`src/rtl/clk_period_monitor.sv`:
```
// clk_period_monitor
//   Samples an asynchronous periodic input in the clk domain and measures
//   the number of clk cycles between consecutive rising edges. Reports each
//   period, flags too-fast / too-slow periods (sticky), detects loss of the
//   signal and reports lock after a run of in-range periods.
//
// Ports:
//   clk        in   system clock, rising edge
//   rst        in   synchronous active-high reset
//   sig_in     in   asynchronous monitored signal
//   clr        in   clears too_fast / too_slow (a same-cycle set wins)
//   period     out  last measured period in clk cycles
//   period_vld out  one-cycle strobe, period updated
//   too_fast   out  sticky, a period below MIN_PER was seen
//   too_slow   out  sticky, a period above MAX_PER was seen
//   lost       out  level, no rising edge for TIMEOUT cycles
//   locked     out  level, LOCK_CNT consecutive in-range periods seen
module clk_period_monitor #(
    parameter int CNT_W    = 16,
    parameter int MIN_PER  = 8,
    parameter int MAX_PER  = 12,
    parameter int TIMEOUT  = 1000,
    parameter int LOCK_CNT = 4
) (
    input  logic             clk,
    input  logic             rst,
    input  logic             sig_in,
    input  logic             clr,
    output logic [CNT_W-1:0] period,
    output logic             period_vld,
    output logic             too_fast,
    output logic             too_slow,
    output logic             lost,
    output logic             locked
);

    localparam int LK_W = $clog2(LOCK_CNT + 1);

    typedef enum logic [1:0] {
        IDLE,
        MEAS,
        LOST
    } state_t;

    state_t            state;
    state_t            state_nxt;
    logic              s1;
    logic              s2;
    logic              s3;
    logic              rise;
    logic [CNT_W-1:0]  cnt;
    logic [LK_W-1:0]   lock_cnt;
    logic              meas_rise;
    logic              timeout_hit;
    logic              in_range;
    logic              set_fast;
    logic              set_slow;

    // Two-flop synchroniser plus one history flop for edge detection.
    always_ff @(posedge clk) begin
        if (rst) begin
            s1 <= 1'b0;
            s2 <= 1'b0;
            s3 <= 1'b0;
        end else begin
            s1 <= sig_in;
            s2 <= s1;
            s3 <= s2;
        end
    end

    assign rise = s2 & ~s3;

    // cnt holds the number of cycles since the last rise (1 in the cycle
    // right after it), so the value seen alongside the next rise is the period.
    always_ff @(posedge clk) begin
        if (rst) begin
            cnt <= '0;
        end else if (rise) begin
            cnt <= CNT_W'(1);
        end else if (cnt != '1) begin
            cnt <= cnt + CNT_W'(1);
        end
    end

    always_ff @(posedge clk) begin
        if (rst) begin
            state <= IDLE;
        end else begin
            state <= state_nxt;
        end
    end

    always_comb begin
        state_nxt   = state;
        meas_rise   = 1'b0;
        timeout_hit = 1'b0;
        case (state)
            MEAS: begin
                // A rise in the timeout cycle is still a valid measurement.
                if (rise) begin
                    meas_rise = 1'b1;
                end else if (cnt == CNT_W'(TIMEOUT)) begin
                    timeout_hit = 1'b1;
                    state_nxt   = LOST;
                end
            end
            default: begin
                // IDLE and LOST: the first rise only opens a new interval.
                if (rise) begin
                    state_nxt = MEAS;
                end
            end
        endcase
    end

    always_comb begin
        in_range = (cnt >= CNT_W'(MIN_PER)) && (cnt <= CNT_W'(MAX_PER));
        set_fast = meas_rise && (cnt < CNT_W'(MIN_PER));
        set_slow = meas_rise && (cnt > CNT_W'(MAX_PER));
    end

    always_ff @(posedge clk) begin
        if (rst) begin
            period     <= '0;
            period_vld <= 1'b0;
            too_fast   <= 1'b0;
            too_slow   <= 1'b0;
            lock_cnt   <= '0;
        end else begin
            period_vld <= meas_rise;
            if (meas_rise) begin
                period <= cnt;
            end
            if (meas_rise) begin
                if (!in_range) begin
                    lock_cnt <= '0;
                end else if (lock_cnt != LK_W'(LOCK_CNT)) begin
                    lock_cnt <= lock_cnt + LK_W'(1);
                end
            end else if (timeout_hit) begin
                lock_cnt <= '0;
            end
            too_fast <= set_fast | (too_fast & ~clr);
            too_slow <= set_slow | (too_slow & ~clr);
        end
    end

    assign lost   = (state == LOST);
    assign locked = (lock_cnt == LK_W'(LOCK_CNT));

endmodule

```
`config.mk`:
```
export PLATFORM = sky130hd
export DESIGN_NAME = clk_period_monitor
export DESIGN_NICKNAME = d
export VERILOG_FILES = /design/src/rtl/clk_period_monitor.sv
export SDC_FILE = /design/constraint.sdc
export NUM_CORES = 1
export LEC_CHECK = 0
export BUFFER_PORTS_ARGS = -buffer_cell sky130_fd_sc_hd__clkbuf_2
export CORE_MARGIN = 2
export CORE_UTILIZATION = 57
export DETAILED_ROUTE_END_ITERATION = 8
export GPL_TIMING_DRIVEN = 0
export PLACE_DENSITY = 0.85
export SYNTH_ARGS = -nofsm -noshare
export SYNTH_HDL_FRONTEND = slang
export SYNTH_SLANG_ARGS = --single-unit
```
`constraint.sdc`:
```
create_clock -name clk -period 2.15 [get_ports clk]
set_input_delay 0.43 -clock clk [delete_from_list [all_inputs] [get_ports clk]]
set_output_delay 0.43 -clock clk [all_outputs]
set_load 0.05 [all_outputs]
```
-- Yosys cells after proc, flatten, opt, wreduce, memory -nomap -nowiden
Cells that the tools add are included.
- register bits: 43
- output and inout bits: 21
- reductions and logical operators: 10
- $add $sub $neg: 2
- $lt $le $gt $ge: 4
- bitwise operators: 7
- mux-type cells: 15
- equality and inequality tests: 8
- operators by type and width (kind ; count):
    $add 16x1->16 const B ; 1
    $eq 16x10->1 const B ; 1
    $ge 16x4->1 const B ; 1
    $gt 16x4->1 const B ; 1
    $le 16x4->1 const B ; 1
    $lt 16x4->1 const B ; 1
    $ne 16x16->1 const B ; 1
    $mux 3 ; 4
    $mux 2 ; 4
    $reduce_bool 2->1 ; 4
    $mux 1 ; 7
    $add 3x1->3 const B ; 1
    $and 1x1->1 ; 3
    $eq 3x3->1 const B ; 1
    $logic_and 1x1->1 ; 3
    $ne 3x2->1 const B ; 1
    $ne 3x3->1 const B ; 1
    $reduce_and 3->1 ; 1
    $eq 2x1->1 const B ; 1
    $eq 2x2->1 const B ; 1
    $ne 2x2->1 const B ; 1
    $not 1->1 ; 2
    $or 1x1->1 ; 2
    $reduce_and 2->1 ; 1
    $reduce_or 2->1 ; 1

-- Longest topological paths before layout
- depth in word-level cells: 6
- depth in mapped cells: 7

-- Least setup slack after synthesis
Ideal clock, no wire load.
- path type: reg2reg
- start: reg state[0]
- end: reg period[10]
- required time: 2022 ps
- setup slack: 383 ps
- library setup time: 128 ps
- arrival time: 1640 ps
- buffers on the path: 2
- clock period less this slack: 1767 ps
- stages on the path, launching flop included: 7
- cells stage by stage: dfxtp_1 nor2b_1 ha_1 clkbuf_1 buf_2 mux2i_1 nor2_1
- longest elaborated chain between the ends: 2
- RTL lines (item ; line ; source):
    start, declared ; 45 ; state_t state;
    start signal, assigned ; 90 ; state <= state_nxt;
    $eq 2x1->1 ; 98 ; case (state)
    $mux 1 ; 98 ;
    net meas_rise ; 53 ; logic meas_rise;
    end signal, assigned ; 133 ; period <= cnt;
    end, declared ; 29 ; output logic [CNT_W-1:0] period,
The timed path passes the listed nets, and every way through them passes these cells.
A chain may end at the register's enable or synchronous reset.

-- Final worst setup path
- start: reg cnt[0]
- end: reg cnt[13]
- longest elaborated chain between the ends: 1
- RTL lines (item ; line ; source):
    start, declared ; 51 ; logic [CNT_W-1:0] cnt;
    start signal, assigned ; 82 ; cnt <= cnt + CNT_W'(1);
    $add 16x1->16 / $ne 16x16->1 (equally long branches) ; 82, 81 ;
Several ways; a longest one is shown, not always the timed one.

==> summary.txt <==
Routing
  – Via density: 5.83
  – Initial drt markers: 73
  – WL/cell: 13.9 um
  – Routed wire length: 4200 um
  – ANT nets after route: 0
  – Drt first pass iters: 4
  – Vias: 1760
  – DRC violations left: 0

Finish
  – Finished Layout Cells: 302
  – Final net count: 265
  – Fill cells: 287
  – P&R area growth vs syn: 11.4%
  – Share of layout cells above drive strength 1: 18.4%
  – Ant diodes: 0

Clocking
  – Clock root buffer: clkbuf_4
  – CTS HTree Levels: 2
  – CTS buffer count: 5
  – Max clock buf depth: 2
  – CTS Sinks: 43
  – CTS clk-pin slew, worst paths: 0.12 ns
  – CTS tree: built
  – Skew-Pair Late Insertion Delay: 0.36 ns
  – Number of setup buffers added after CTS: 0

STA
  – Worst-Margin Slew: 0.603 ns
  – Fin. max-slew vios: 0
  – RSZ-0062 raised after global routing: no
  – Max-slew headroom: 59.6%
  – Crit path time final: 2.00 ns
  – Final Hold Vio Count: 0
  – Final period util: 92.8%
  – F_max: 501 MHz
  – # setup viols final: 0
  – Clock Skew: 0.0131 ns
  – Setup TNS after final layout: 0 ns

Synthesis
  – Seq/Total Area, Yosys: 41.9%
  – Async set or reset register ratio after synthesis: 0%
  – Cell area after synthesis: 0.00206 mm^2
  – Largest cells by area after synthesis: dfxtp_1, mux2i_1, nor2_1, a21oi_1, ha_1
  – Syn Inst Count: 225
  – Syn Area/Cell: 9.14 um^2
  – Synth unique cells: 44
  – Synth warnings: 0
  – Most used flip-flop cell after synthesis: dfxtp_1
  – Top cell type by total area after synthesis: dfxtp_1
  – Post-Syn Nets: 234
  – Synth Register Bits: 43
  – Share of the synthesized area in the top cell type: 41.9%
  – Post-synth EDFFs: 0

Floorplan
  – Site row count: 21
  – Core area: 0.00339 mm^2
  – Effective utilization at floorplan: 60.6%
  – I/O pins: 25
  – Die W: 64.1 um
  – Die Area: 0.00410 mm^2
  – Die Y: 64.1 um

Critical path
  – Crit Path Max Fanout: 10
  – Delay-heaviest family, CP: simple AND/OR/NAND/NOR gates
  – CP arrival: 2.27 ns
  – Critical path endpoint category: register
  – Startpoint types: register
  – Max stage delay cell, worst path: dfxtp_1
  – CP bufs+invs: 2
  – Worst path max stage delay: 0.42 ns
  – Worst-path cell chain: ha_1 -> inv_1 -> nor2_1 -> buf_2 -> nand2_1 -> a211oi_1
  – Crit Path Category: register to register
  – Critical Path RT: 2.43 ns

Global route
  – Vias in the first global route: 1602
  – GRT Total Usage: 22.7%
  – Pin count of the biggest net entering global routing: 13
  – Final global-route overflow total: 0
  – Initial antenna violation count: 0
  – First-pass GRT wire length: 7350 um

Placed design
  – DP Cell Count: 295
  – HPWL after detailed placement: 2970 um
  – Number of buffers added on ports: 24
  – Routability Congestion: 0.882

Status
  – Status: finished, final reports clean

Pwr
  – Leak: 0.938 nW
  – Max VDD drop: 0.000389 V
  – P per Cell Area: 558 mW/mm^2

Flow run
  – Maxcap violations: 0

Worst hold path
  – Type of the worst min-delay path: input pin to register
-- Yosys cell counts (2+ instances only) --
master    count
dfxtp_1      43
nor2_1       20
mux2i_1      16
nand2_1      15
a21oi_1      14
inv_1        10
o21ai_0       9
nor2b_1       8
and3_1        6
nand4_1       6
a2111o_1      5
a211oi_1      5
clkbuf_1      5
ha_1          5
nand3_1       5
and4_1        4
nor3_1        4
a31oi_1       3
a41o_1        3
buf_2         3
buf_6         3
o31ai_1       3
a311oi_1      2
and2_1        2
and3_2        2
and4b_1       2
buf_4         2
nand2b_1      2
nor4_1        2
o211ai_1      2
-- layer usage --
metal / GRT usage [%] / part of all wire, % / up-vias
met3: 5.28 / 4.9 / 4
met5: 0 / 0 / -
met1: 30.3 / 48 / 818
met2: 36.5 / 46 / 48
li1: - / - / 890
met4: 6.79 / 1.1 / 0
-- worst reg2reg max path, delay by kind of cell (launching register included) --
kind	cells	cell delay, ns
buf+inv	2	0.41
flops	1	0.42
compound gates	1	0.24
simple gates	2	0.52
fa+ha+maj	1	0.33
-- flip-flops by register name, indices dropped and copies added, names as in the netlist --
name / flops
state: 2
cnt: 16
s2: 1
period_vld: 1
too_fast: 1
too_slow: 1
period: 16
s1: 1
lock_cnt: 3
s3: 1
-- power breakdown --
part / internal (mW) / switching (mW) / total, mW / leakage (nW)
logic: 0.0228 / 0.0405 / 0.0632 / 0.557
registers: 0.804 / 0.00564 / 0.809 / 0.347
clock network: 0.152 / 0.255 / 0.406 / 0.0341
-- final cells by class --
class	instances	area (um^2)	area share, %
Clock buffer	6	51.3	2.24
Timing Repair Buffer	24	120	5.24
Buffer	14	96.3	4.21
Multi-Input combinational cell	158	1060	46.4
Clock inverter	1	5.00	0.218
Inverter	10	37.5	1.64
Tap cell	46	57.6	2.51
Sequential cell	43	861	37.6
-- cells in the final DEF, fill, tap and decap left out, types with 2 or more instances in the layout --
cell type	n
and2_1	2
dfxtp_1	43
mux2i_1	16
buf_2	3
nand3_1	5
o31ai_1	3
and3_2	2
a21oi_1	14
ha_1	5
a2111o_1	5
nor3_1	4
nand2_1	15
a41o_1	3
nor2b_1	8
and4b_1	2
buf_6	3
clkbuf_2	25
a31oi_1	3
clkbuf_4	5
nand2b_1	2
nand4_1	6
and4_1	4
nor4_1	2
inv_1	10
a311oi_1	2
nor2_1	20
o211ai_1	2
and3_1	6
buf_4	2
o21ai_0	9
clkbuf_1	4
a211oi_1	5
-- kinds of logic after synthesis --
family / Yosys count / share of synthesized area, %
AOI/OAI and AO/OA: 53 / 18.4
adders and majority gates: 5 / 3.04
buffers and inverters: 24 / 6.45
DFF: 43 / 41.9
muxes: 16 / 7.79
and+or+nand+nor: 84 / 22.4
-- path summary, 6_finish.rpt --
| path | start | slack [ns] | end | cells after the start |
|---|---|---|---|---|
| worst max register to register | cnt[0] | 0.15 | cnt[13] | 6 |
| worst min register to register | s1 | 0.46 | s2 | 1 |
| worst max-delay path | cnt[0] | 0.15 | cnt[13] | 6 |
| worst min-delay path | rst | 0.28 | period_vld | 2 |
-- timing repair --
item                                    4_1_cts  5_1_grt
endpoints found under the setup margin        0       10
resized for setup                             0        2
hold buffers                                  0        0
endpoints found under the hold margin         0        0
-- stage by stage --
step	instance area, um^2	setup slack, ns	hold slack, ns	total power [mW]	utilization [%]
floorplan	2060	0.383	0.414	0.872	-
global placement	2230	0.0833	0.417	0.888	65.9
detailed placement	2230	0.0631	0.430	0.889	65.9
CTS	2290	0.00584	0.276	1.28	67.6
global route	2290	0.0175	0.282	1.32	67.6
finish	2290	0.155	0.279	1.28	67.6
No activity file was read; power rests on OpenSTA's default activity.
